--- config.mk ---
export PLATFORM = sky130hd
export DESIGN_NAME = duty_cycle_ctrl
export DESIGN_NICKNAME = d
export VERILOG_FILES = /design/src/rtl/duty_cycle_ctrl.sv
export SDC_FILE = /design/constraint.sdc
export NUM_CORES = 1
export LEC_CHECK = 0
export ABC_AREA = 1
export ABC_CLOCK_PERIOD_IN_PS = 3070
export BUFFER_PORTS_ARGS = -buffer_cell sky130_fd_sc_hd__buf_4
export CAP_MARGIN = 25
export CORE_ASPECT_RATIO = 0.8
export CORE_MARGIN = 4
export CORE_UTILIZATION = 40
export DETAILED_ROUTE_END_ITERATION = 8
export HOLD_SLACK_MARGIN = 0.06
export PLACE_DENSITY_LB_ADDON = 0.05
export SLEW_MARGIN = 20
export SYNTH_ARGS = -nofsm -noshare
export SYNTH_HDL_FRONTEND = slang
export SYNTH_SLANG_ARGS = --single-unit
--- constraint.sdc ---
create_clock -name clk -period 3.07 [get_ports clk]
set_input_delay 0.1535 -clock clk [delete_from_list [all_inputs] [get_ports clk]]
set_output_delay 0.1535 -clock clk [all_outputs]
set_load 0.01 [all_outputs]
--- src/rtl/duty_cycle_ctrl.sv ---
// duty_cycle_ctrl: push-button PWM duty controller.
//   Synchronises and debounces two raw buttons, turns each debounced press into
//   one duty step (saturating at DUTY_MIN/DUTY_MAX), and runs an IDLE/HIGH/LOW
//   phase machine that applies the pending duty only at a period boundary.
// Optional feature macro: AUTOREPEAT_EN (auto-repeat steps every RPT_CYCLES
//   while exactly one button stays pressed). Undefined by default.
// Ports:
//   clk          - system clock, rising edge
//   reset        - asynchronous active-high reset
//   pshbtn_p     - raw "increase duty" button (asynchronous, may bounce)
//   pshbtn_m     - raw "decrease duty" button (asynchronous, may bounce)
//   pwm_out      - registered PWM waveform
//   t_high       - applied duty (HIGH cycles of the current period)
//   t_low        - PERIOD - t_high
//   duty_pending - duty that will be applied at the next period start
//   period_start - one-cycle pulse in the first HIGH cycle of each period
module duty_cycle_ctrl #(
    parameter int unsigned WIDTH     = 5,
    parameter int unsigned PERIOD    = 20,
    parameter int unsigned DUTY_INIT = 10,
    parameter int unsigned DUTY_MIN  = 1,
    parameter int unsigned DUTY_MAX  = 19,
    parameter int unsigned DB_CYCLES = 4
`ifdef AUTOREPEAT_EN
    ,
    parameter int unsigned RPT_CYCLES = 8
`endif
) (
    input  logic             clk,
    input  logic             reset,
    input  logic             pshbtn_p,
    input  logic             pshbtn_m,
    output logic             pwm_out,
    output logic [WIDTH-1:0] t_high,
    output logic [WIDTH-1:0] t_low,
    output logic [WIDTH-1:0] duty_pending,
    output logic             period_start
);

    localparam int unsigned DB_W = $clog2(DB_CYCLES);
`ifdef AUTOREPEAT_EN
    localparam int unsigned RPT_W = $clog2(RPT_CYCLES + 1);
`endif

    typedef enum logic [1:0] {
        ST_IDLE = 2'd0,
        ST_HIGH = 2'd1,
        ST_LOW  = 2'd2
    } state_t;

    // Bit 0 = plus button, bit 1 = minus button.
    logic [1:0]      s1_q, s1_d;
    logic [1:0]      s2_q, s2_d;
    logic [1:0]      db_q, db_d;
    logic [DB_W-1:0] db_cnt_q [2];
    logic [DB_W-1:0] db_cnt_d [2];
    logic [1:0]      rise;
    logic            step_up;
    logic            step_dn;
`ifdef AUTOREPEAT_EN
    logic [RPT_W-1:0] rpt_cnt_q, rpt_cnt_d;
`endif

    logic [WIDTH-1:0] duty_pending_q, duty_pending_d;
    state_t           state_q, state_d;
    logic [WIDTH-1:0] phase_q, phase_d;
    logic [WIDTH-1:0] t_high_q, t_high_d;
    logic [WIDTH-1:0] t_low_q, t_low_d;
    logic             pwm_q, pwm_d;
    logic             ps_q, ps_d;
    logic             enter_high;

    // Synchroniser and debounce: db flips after DB_CYCLES consecutive mismatches.
    always_comb begin
        s1_d = {pshbtn_m, pshbtn_p};
        s2_d = s1_q;
        db_d = db_q;
        for (int i = 0; i < 2; i++) begin
            db_cnt_d[i] = '0;
            if (s2_q[i] != db_q[i]) begin
                if (db_cnt_q[i] == DB_W'(DB_CYCLES - 1)) begin
                    db_d[i] = ~db_q[i];
                end else begin
                    db_cnt_d[i] = db_cnt_q[i] + DB_W'(1);
                end
            end
        end
    end

    // Step requests: a lone rising edge of a debounced level (plus optional repeat).
    always_comb begin
        rise    = db_d & ~db_q;
        step_up = rise[0] & ~rise[1];
        step_dn = rise[1] & ~rise[0];
`ifdef AUTOREPEAT_EN
        rpt_cnt_d = '0;
        // Count only while exactly one level is held and no fresh edge restarted it.
        if ((rise == 2'b00) && (db_d[0] ^ db_d[1])) begin
            if (rpt_cnt_q == RPT_W'(RPT_CYCLES - 1)) begin
                step_up = db_d[0];
                step_dn = db_d[1];
            end else begin
                rpt_cnt_d = rpt_cnt_q + RPT_W'(1);
            end
        end
`endif
    end

    // Pending duty with saturation at the configured limits.
    always_comb begin
        duty_pending_d = duty_pending_q;
        if (step_up && (duty_pending_q < WIDTH'(DUTY_MAX))) begin
            duty_pending_d = duty_pending_q + WIDTH'(1);
        end else if (step_dn && (duty_pending_q > WIDTH'(DUTY_MIN))) begin
            duty_pending_d = duty_pending_q - WIDTH'(1);
        end
    end

    // Phase machine; phase_q counts down the remaining cycles of the current phase.
    always_comb begin
        state_d    = state_q;
        phase_d    = phase_q;
        t_high_d   = t_high_q;
        t_low_d    = t_low_q;
        pwm_d      = pwm_q;
        ps_d       = 1'b0;
        enter_high = 1'b0;
        case (state_q)
            ST_IDLE: enter_high = 1'b1;
            ST_HIGH: begin
                if (phase_q == '0) begin
                    state_d = ST_LOW;
                    phase_d = t_low_q - WIDTH'(1);
                    pwm_d   = 1'b0;
                end else begin
                    phase_d = phase_q - WIDTH'(1);
                end
            end
            ST_LOW: begin
                if (phase_q == '0) begin
                    enter_high = 1'b1;
                end else begin
                    phase_d = phase_q - WIDTH'(1);
                end
            end
            default: begin
                state_d = ST_IDLE;
                pwm_d   = 1'b0;
            end
        endcase
        // Pre-edge pending value is used, so a step on this same edge waits a period.
        if (enter_high) begin
            state_d  = ST_HIGH;
            t_high_d = duty_pending_q;
            t_low_d  = WIDTH'(PERIOD) - duty_pending_q;
            phase_d  = duty_pending_q - WIDTH'(1);
            pwm_d    = 1'b1;
            ps_d     = 1'b1;
        end
    end

    // State registers.
    always_ff @(posedge clk or posedge reset) begin
        if (reset) begin
            s1_q           <= '0;
            s2_q           <= '0;
            db_q           <= '0;
            db_cnt_q[0]    <= '0;
            db_cnt_q[1]    <= '0;
`ifdef AUTOREPEAT_EN
            rpt_cnt_q      <= '0;
`endif
            duty_pending_q <= WIDTH'(DUTY_INIT);
            state_q        <= ST_IDLE;
            phase_q        <= '0;
            t_high_q       <= WIDTH'(DUTY_INIT);
            t_low_q        <= WIDTH'(PERIOD - DUTY_INIT);
            pwm_q          <= 1'b0;
            ps_q           <= 1'b0;
        end else begin
            s1_q           <= s1_d;
            s2_q           <= s2_d;
            db_q           <= db_d;
            db_cnt_q[0]    <= db_cnt_d[0];
            db_cnt_q[1]    <= db_cnt_d[1];
`ifdef AUTOREPEAT_EN
            rpt_cnt_q      <= rpt_cnt_d;
`endif
            duty_pending_q <= duty_pending_d;
            state_q        <= state_d;
            phase_q        <= phase_d;
            t_high_q       <= t_high_d;
            t_low_q        <= t_low_d;
            pwm_q          <= pwm_d;
            ps_q           <= ps_d;
        end
    end

    assign pwm_out      = pwm_q;
    assign t_high       = t_high_q;
    assign t_low        = t_low_q;
    assign duty_pending = duty_pending_q;
    assign period_start = ps_q;

endmodule

==> flow_summary_export.csv <==
group,metric,value,unit
sta,fmax,607.1,MHz
cells_and_area,mostFrequentLayoutCell,"nand2_1",
sta,tightestPinTransition,0.4279,ns
synth,seq_area_frac_synth,44.61,%
placed_design,dp.final_hpwl,2625,um
setup_path,cp_max_fo,22,
setup_path,crit_arrival,1.81,ns
pwr,internal-power,0.0009070,W
global_route,grt_max_degree,33,
setup_path,reg2reg_slack,1.42,ns
synth,synth_edf_count,0,
drt,viasPerCell,4.573,
synth,synth_top_area_share,35.91,%
sta,setup_tns,0,ns
pwr,power_frac_seq,41.5,%
cts,cts_tree,"done",
cells_and_area,most-common-layout-cells,"68 x nand2_1, 26 x dfrtp_1, 25 x inv_1",
floorplan,fp.coreArea,4283,um2
placed_design,gp_congestion,0.7854,
cts,cts_root_buf,"clkbuf_8",
sta,report.final.slew_viol_count,0,
pwr,vdd_ir_drop_max,0.4515,mV
drt,wl_per_cell,11.53,um
global_route,grt_pass1_wl,6210,um
sta,slew_headroom,71.47,%
floorplan,pin_count,21,
setup_path,rr_endpoint,"phase_q[1]$_DFFE_PP0P_",
min_path,holdPathStages,0,
pwr,power.density,675.8,nW/um2
run_status,status,"finished clean",
global_route,overflow,0,
cts,cts_sinks,32,
drt,antenna_left,0,
sta,final-setup-viol-count,0,
floorplan,die_w,83.25,um
cts,postCtsHoldBufs,3,
pwr,p_clk_share,23.8,%
floorplan,die_area,5677,um2
setup_path,r2r_start,"phase_q[0]$_DFFE_PP0P_",
cts,clkTransAtPathRegs,0.06,ns
synth,synth-seq-cells,32,
drt,dr.first_iter.drc_count,67,
pwr,p_sw_share,36.57,%
sta,hold_viol,0,
job,cap_violations,0,
global_route,grt_use_total,13.82,%
cts,cts-resized-gates,0,
synth,synth_flop_cell,"dfrtp_1",
setup_path,critPathRequiredTime,3.24,ns
setup_path,crit_type,"reg2reg",
pwr,leakagePower,1.088,nW
cts,clkLatencyLatePin,0.27,ns
cts,h-tree-depth,2,
synth,yosys_warnings,0,
setup_path,r2r_cells,9,
global_route,first_global_vias,1336,
drt,vias,1381,
placed_design,port_buffers,20,
cells_and_area,nets,257,
sta,rsz0062_at_grt,"no",
floorplan,initial_core_util,42.30,%
synth,synthCells,220,
drt,dr.pass1.iters,4,
floorplan,dieHeight,68.20,um
synth,synthDistinctLibCells,26,
cts,clockBufferDepth,2,
sta,period_share,53.66,%
synth,mappedNetlistArea,1812,um2
synth,synth.avg_cell_area,8.235,um2
floorplan,fp-row-count,21,
min_path,min_from,"s1_q[0]$_DFF_PP0_",
synth,postSynth.asyncResetShare,100.0,%
cts,post-cts-setup-buffers,0,
synth,yosysTopAreaCell,"dfrtp_1",
min_path,hold_class,"reg2reg",
pwr,power.switching,0.0005229,W
setup_path,startpoint_type,"flip-flop",
sta,clock_skew,0.004269,ns
sta,layout_min_cycle_time,1.647,ns
min_path,min_to,"s2_q[0]$_DFF_PP0_",
synth,yosys-top-cells-area,"dfrtp_1 36%, nand2_1 14%, dfstp_2 8.7%, ha_1 5.5%, inv_1 5.2%",
cells_and_area,antenna_cells,0,
drt,drc,0,
sta,whs,0.3479,ns
synth,syn_nets,232,
pwr,comb_power_share,34.7,%
drt,finalWirelength,3483,um
global_route,antenna_found_initial,0,
cts,cts_made_buffers,5,
cells_and_area,drive_gt1_share,17.96,%
cells_and_area,syn_to_final_growth,16.78,%
setup_path,end_kind,"flip-flop",
[synthesized netlist by cell type, types with 2 or more instances]
cell type	number
nand3b_1	4
nand3_1	17
nor3_1	2
ha_1	8
dfstp_2	6
o21a_1	2
nand2_4	2
buf_6	3
nand2_2	3
o21ai_1	9
xnor2_1	4
nor2_1	16
o21ai_0	5
nand2_1	68
dfrtp_1	26
inv_1	25
xor2_1	8
a21oi_1	3
nor2_4	2
[power by group through the flow]
stage | Clock, W | Combinational [W] | Sequential [W]
final | 0.000341 | 0.000496 | 0.000593
after floorplan | 0 | 0.000397 | 0.000571
after CTS | 0.000352 | 0.000504 | 0.000593
after global placement | 0 | 0.000500 | 0.000601
after detailed placement | 0 | 0.000500 | 0.000598
after global routing | 0.000370 | 0.000576 | 0.000604
[state kept, by name, indices dropped and copies added, names as in the netlist]
name,cells
duty_pending,5
period_start,1
t_high,5
db_cnt_q,4
t_low,4
state_q,2
phase_q,5
db_q,2
s1_q,2
s2_q,2
[critical path, stage by stage, from the launching register on]
cell and delay (ns):
dfrtp_1 0.39, inv_1 0.09, ha_1 0.28, nand3_4 0.15
nand2_4 0.12, nand2_4 0.15, inv_1 0.15, nand2_1 0.08
nand3_1 0.08, nand2_1 0.05
[routing by layer]
layer / track usage [%] / up-vias / share of wire [%]
li1: - / 734 / -
met1: 20.22 / 614 / 56
met2: 19.80 / 31 / 39
met3: 3.730 / 2 / 4.7
met4: 4.286 / 0 / 0.52
met5: 0 / - / 0
[final cells by class]
| class | instances | area, um2 |
|---|---|---|
| clock buffers | 7 | 96.34 |
| fillers | 439 | 2167 |
| inverters | 25 | 93.84 |
| multi-input cells | 157 | 858.3 |
| flip-flops and latches | 32 | 808.3 |
| well taps | 57 | 71.32 |
| repair buffers | 24 | 187.7 |
[kinds of logic after synthesis]
| group | synth area share, % |
|---|---|
| xor gates and xnor gates | 5.801 |
| adders and majority gates | 5.525 |
| buffers and inverters | 8.011 |
| AOI/OAI and AO/OA | 6.560 |
| DFF | 44.61 |
| and+or+nand+nor | 29.49 |
[how the worst max path moves through the flow]
stage                                 from                      to  cells past startpoint
2_1_floorplan  duty_pending[1]$_DFFE_PP1P_  phase_q[2]$_DFFE_PP0P_                      8
3_3_place_gp   duty_pending[1]$_DFFE_PP1P_  phase_q[2]$_DFFE_PP0P_                      8
3_5_place_dp        phase_q[0]$_DFFE_PP0P_  phase_q[1]$_DFFE_PP0P_                      9
4_1_cts             phase_q[0]$_DFFE_PP0P_  phase_q[1]$_DFFE_PP0P_                      9
5_1_grt             phase_q[0]$_DFFE_PP0P_  phase_q[1]$_DFFE_PP0P_                      9
6_report            phase_q[0]$_DFFE_PP0P_  phase_q[1]$_DFFE_PP0P_                      9
[through the flow]
step                      util [%]  total power (W)  cells  area [um2]  setup WS [ns]
after floorplan                  -        0.0009678    220        1812          1.591
after global placement       46.45         0.001100    292        1989          1.471
after detailed placement     46.45         0.001098    292        1989          1.430
after global routing         49.40         0.001551    302        2116          1.272
final                        49.40         0.001430    302        2116          1.423
after CTS                    49.40         0.001450    302        2116          1.421
Power figures use the tool's default switching activity.
